==> config.mk <==
export PLATFORM = sky130hd
export DESIGN_NAME = dual_debounce
export DESIGN_NICKNAME = d
export VERILOG_FILES = /design/src/rtl/dual_debounce_pkg.sv /design/src/rtl/dual_debounce_ch.sv /design/src/rtl/dual_debounce.sv
export SDC_FILE = /design/constraint.sdc
export NUM_CORES = 1
export LEC_CHECK = 0
export ABC_AREA = 1
export ABC_CLOCK_PERIOD_IN_PS = 2200
export BUFFER_PORTS_ARGS = -buffer_cell sky130_fd_sc_hd__clkbuf_2
export CORE_ASPECT_RATIO = 1.75
export CORE_MARGIN = 3
export CORE_UTILIZATION = 52
export DETAILED_ROUTE_END_ITERATION = 10
export PLACE_DENSITY = 0.69
export SKIP_CTS_REPAIR_TIMING = 1
export SKIP_LAST_GASP = 1
export SYNTH_ARGS = -nofsm -noshare
export SYNTH_HDL_FRONTEND = slang
export SYNTH_SLANG_ARGS = --single-unit
==> constraint.sdc <==
create_clock -name clk -period 2.2 [get_ports clk]
set_clock_uncertainty 0.2 [all_clocks]
set_input_delay 0.44 -clock clk [delete_from_list [all_inputs] [get_ports clk]]
set_output_delay 0.44 -clock clk [all_outputs]
set_load 0.02 [all_outputs]
==> src/rtl/dual_debounce_pkg.sv <==
// Shared constants for the board-input debouncers.
package dual_debounce_pkg;

  localparam int unsigned DEBOUNCE_10MS_100MHZ = 1000000;
  localparam int unsigned DEBOUNCE_CNT_W       = 20;

  typedef enum logic [1:0] {
    EDGE_NONE = 2'b00,
    EDGE_RISE = 2'b01,
    EDGE_FALL = 2'b10
  } edge_kind_e;

endpackage : dual_debounce_pkg

==> src/rtl/dual_debounce_ch.sv <==
// Single-channel debouncer: 2-flop synchronizer, stability counter and
// registered rise/fall pulses coincident with the clean-level change.
module debounce_ch
  import dual_debounce_pkg::*;
#(
  parameter int unsigned STABLE_CNT = DEBOUNCE_10MS_100MHZ,
  parameter int unsigned CNT_W      = DEBOUNCE_CNT_W
) (
  input  logic clk,
  input  logic rst,
  input  logic btn,
  output logic level,
  output logic rise,
  output logic fall
);

  localparam logic [CNT_W-1:0] CNT_LAST = CNT_W'(STABLE_CNT - 1);
  localparam logic [CNT_W-1:0] CNT_ONE  = CNT_W'(1);

  logic             sync1_q, sync2_q;
  logic [CNT_W-1:0] cnt_q, cnt_d;
  logic             level_q, level_d;
  edge_kind_e       edge_q, edge_d;

  always_comb begin
    cnt_d   = cnt_q;
    level_d = level_q;
    edge_d  = EDGE_NONE;
    // Any sample agreeing with the clean level restarts the count.
    if (sync2_q == level_q) begin
      cnt_d = '0;
    end else if (cnt_q == CNT_LAST) begin
      cnt_d   = '0;
      level_d = sync2_q;
      edge_d  = sync2_q ? EDGE_RISE : EDGE_FALL;
    end else begin
      cnt_d = cnt_q + CNT_ONE;
    end
  end

  always_ff @(posedge clk) begin
    if (rst) begin
      sync1_q <= 1'b0;
      sync2_q <= 1'b0;
      cnt_q   <= '0;
      level_q <= 1'b0;
      edge_q  <= EDGE_NONE;
    end else begin
      sync1_q <= btn;
      sync2_q <= sync1_q;
      cnt_q   <= cnt_d;
      level_q <= level_d;
      edge_q  <= edge_d;
    end
  end

  assign level = level_q;
  assign rise  = (edge_q == EDGE_RISE);
  assign fall  = (edge_q == EDGE_FALL);

endmodule : debounce_ch

==> src/rtl/dual_debounce.sv <==
// Two independent debounced board inputs feeding the OR-gate stage.
module dual_debounce
  import dual_debounce_pkg::*;
#(
  parameter int unsigned STABLE_CNT = DEBOUNCE_10MS_100MHZ,
  parameter int unsigned CNT_W      = DEBOUNCE_CNT_W
) (
  input  logic clk,
  input  logic rst,
  input  logic btn_a,
  input  logic btn_b,
  output logic a,
  output logic b,
  output logic a_rise,
  output logic a_fall,
  output logic b_rise,
  output logic b_fall
);

  debounce_ch #(
    .STABLE_CNT(STABLE_CNT),
    .CNT_W     (CNT_W)
  ) u_ch_a (
    .clk  (clk),
    .rst  (rst),
    .btn  (btn_a),
    .level(a),
    .rise (a_rise),
    .fall (a_fall)
  );

  debounce_ch #(
    .STABLE_CNT(STABLE_CNT),
    .CNT_W     (CNT_W)
  ) u_ch_b (
    .clk  (clk),
    .rst  (rst),
    .btn  (btn_b),
    .level(b),
    .rise (b_rise),
    .fall (b_fall)
  );

endmodule : dual_debounce
==> reports/metrics.csv <==
metric,value,unit
outcome,finished clean,
grt_first_pass_wirelength,8570,um
synthXorXnorAreaFrac,7.87,%
route.detailed.wl_per_inst,11.3,um
wl,4740,um
drt_first_pass_iters,5,
synth_edf_count,0,
yosys.area_share.simple,39.5,%
setup_ws,0.449,ns
dieArea,5600,um^2
hp-start,btn_b,
final_hold_viol_count,0,
crit_type,flip-flop to flip-flop,
synth-compound-area-share,3.73,%
netlist_instances,354,
synth_mux_area_share,0,%
p_sw_share,19.6,%
fin_crit_sh,79.6,%
ctsLongestPathBuffers,2,
critPathMaxFanout,20,
leakage,0.862,nW
post-dp-hpwl,3800,um
die_height,96.8,um
p_int,0.00125,W
switching_power,0.000306,W
synth_top_area_cell,dfxtp_1,
power.density,591,nW/um^2
rows,32,
dpl_worst_slack,0.441,ns
syn_nets,360,
synth_top_family_by_area,simple AND/OR/NAND/NOR gates,
cts-htree-levels,2,
tritoncts,built,
place_congestion,0.837,
antenna_left,0,
relSlewSlack,81.5,%
cts_made_buffers,5,
start_util,54.6,%
setup_viol,0,
min-delay-path-class,input pin to flip-flop,
drv_cap,0,
gr-usage-all-layers,19.0,%
yosysWarnings,0,
ys.flop_type,dfxtp_1,
grt_antenna_before_repair,0,
post_synth_fa_ha_maj_area_fraction,1.02,%
grt_pass1_vias,2057,
syn_to_final_growth,7.86,%
pwr-share-seq,58.4,%
min_to,u_ch_b.sync1_q,
finalSetupTns,0,ns
core,4480,um^2
avgViaCountPerCell,5.03,
synth.top_cell.area_share,40.9,%
whs,0.124,ns
ff2ff_setup_slack,0.45,ns
overflow,0,
first_iter_violations,64,
cp_data_arrival_time,1.73,ns
timing.rr.end,u_ch_a.cnt_q[17],
dr_total_vias,2114,
ys_async_sr_fraction,0,%
die_w,57.9,um
min_delay_path_depth,3,
finalPower,0.00156,W
pin_count,10,
ys_seq_area_share,40.9,%
fillers,468,
drive_above_1_share,10.0,%
cts.sinks,50,
vdd_ir_drop_max,577,uV
tightest_slew,0.276,ns
rsz0062_at_grt,no,
post-route-min-period,1.75,ns
io_buffers,9,
p_clk_share,40.4,%
r2r_cells,7,
synth_area_per_cell,6.92,um^2
synthTopCellsByArea,"dfxtp_1, nor2_1, nand2_1",
synth_cell_types,26,
max_freq,0.571,GHz
p_comb_share,1.2,%
antennaDiodeCount,0,
clk_latency,0.29,ns
grt_max_degree,21,
r2r_start,u_ch_a.cnt_q[0],
yosys_register_bits,50,
worstSetupStartpointType,flip-flop,
fin_nets,374,
path_clk_slew,0.09,ns
worst_setup_path_end_kind,flip-flop,
syn-cell-area,2450,um^2
slew_viol_final,0,
postPlaceCellArea,2530,um^2
cts-root-buf,clkbuf_8,
final_cell_area,2640,um^2
critPathRequiredTime,2.18,ns
drc_errors,0,
[cell families after synthesis]
kind of cell	Yosys count
xor+xnor	22
flops	50
fa+ha+maj	2
compound gates	17
simple gates	223
buf+inv	40
[metrics by stage]
step | std cells | utilization (%)
after CTS | 420 | 58.9
final | 420 | 58.9
after global placement | 412 | 56.5
after detailed placement | 412 | 56.5
after floorplan | 354 | -
after global routing | 420 | 58.9
[final cells by class]
class	count	area, um^2	area share [%]
multi-input cells	264	1280	48.3
inverters	37	139	5.26
repair buffers	10	52.6	1.99
flip-flops and latches	50	1000	37.9
well taps	51	63.8	2.41
clock inverters	2	37.5	1.42
clock buffers	6	72.6	2.75
[layer usage]
layer,vias to the layer above,wire [um],part of all wire (%),track usage (%)
li1,1114,-,-,-
met1,960,1720,36,18.9
met2,28,2800,59,36.3
met3,12,87,1.8,2.94
met4,0,131,2.8,8.57
met5,-,0,0,0
[cell usage after synthesis, types with 2 or more instances]
library cell   n
and2_1         2
buf_6          3
nand3_2        4
nand3_1       24
nor2_1        92
o21ai_0        2
or2_0          2
xor2_1        13
nor2_2         6
nor2_4         2
or2_2          3
nand2_1       79
a21oi_1       13
xnor2_1        9
inv_1         36
ha_1           2
nor3_1         2
dfxtp_1       50
nand4_1        3
[sequential cells by signal, summed over array words and instances, names as in the netlist]
signal / cells
u_ch_a.sync2_q: 1
u_ch_b.edge_q: 2
u_ch_b.level: 1
u_ch_a.edge_q: 2
u_ch_b.cnt_q: 20
u_ch_a.sync1_q: 1
u_ch_a.level: 1
u_ch_b.sync1_q: 1
u_ch_a.cnt_q: 20
u_ch_b.sync2_q: 1
[critical path, cell delays in order (launching register included)]
cell and delay (ns):
dfxtp_1 0.38, ha_1 0.22, nand3_2 0.16, inv_2 0.10
nand3_1 0.12, o21ai_2 0.13, buf_4 0.25, nor2_1 0.07
[power groups by stage]
stage,sequential [W],clock [W],combinational (W)
after floorplan,0.000932,0,0.0000145
after global placement,0.000933,0,0.0000187
after detailed placement,0.000933,0,0.0000191
after CTS,0.000912,0.000651,0.0000192
after global routing,0.000913,0.000683,0.0000218
final,0.000912,0.000630,0.0000188
[worst max-delay path by stage]
stage | from | endpoint | slack, ns
2_1_floorplan | u_ch_b.cnt_q[0] | u_ch_b.cnt_q[16] | 0.65
3_3_place_gp | u_ch_a.cnt_q[0] | u_ch_a.cnt_q[10] | 0.48
3_5_place_dp | u_ch_a.cnt_q[0] | u_ch_a.cnt_q[9] | 0.44
4_1_cts | u_ch_a.cnt_q[0] | u_ch_a.cnt_q[9] | 0.41
5_1_grt | u_ch_a.cnt_q[0] | u_ch_a.cnt_q[15] | 0.28
6_report | u_ch_a.cnt_q[0] | u_ch_a.cnt_q[17] | 0.45
[layout by cell type, fill, tap and decap left out]
cell / synthesis / layout
a21oi_1: 13 / 13
and2_1: 2 / 2
and2_2: 1 / 1
buf_4: 0 / 1
bufinv_16: 0 / 1
clkbuf_1: 0 / 1
clkbuf_2: 0 / 9
clkbuf_8: 0 / 5
clkinvlp_4: 0 / 1
dfxtp_1: 50 / 50
ha_1: 2 / 2
inv_1: 36 / 36
inv_2: 1 / 1
nand2_1: 79 / 79
nand2_2: 1 / 1
nand2_4: 1 / 1
nand3_1: 24 / 24
nand3_2: 4 / 4
nand3b_1: 1 / 1
nand4_1: 3 / 3
nor2_1: 92 / 92
nor2_2: 6 / 6
nor2_4: 2 / 2
nor3_1: 2 / 2
o21ai_0: 2 / 2
o21ai_2: 1 / 1
o21bai_1: 1 / 1
or2_0: 2 / 2
or2_2: 3 / 3
xnor2_1: 9 / 9
xor2_1: 13 / 13
Power figures use the tool's default switching activity.
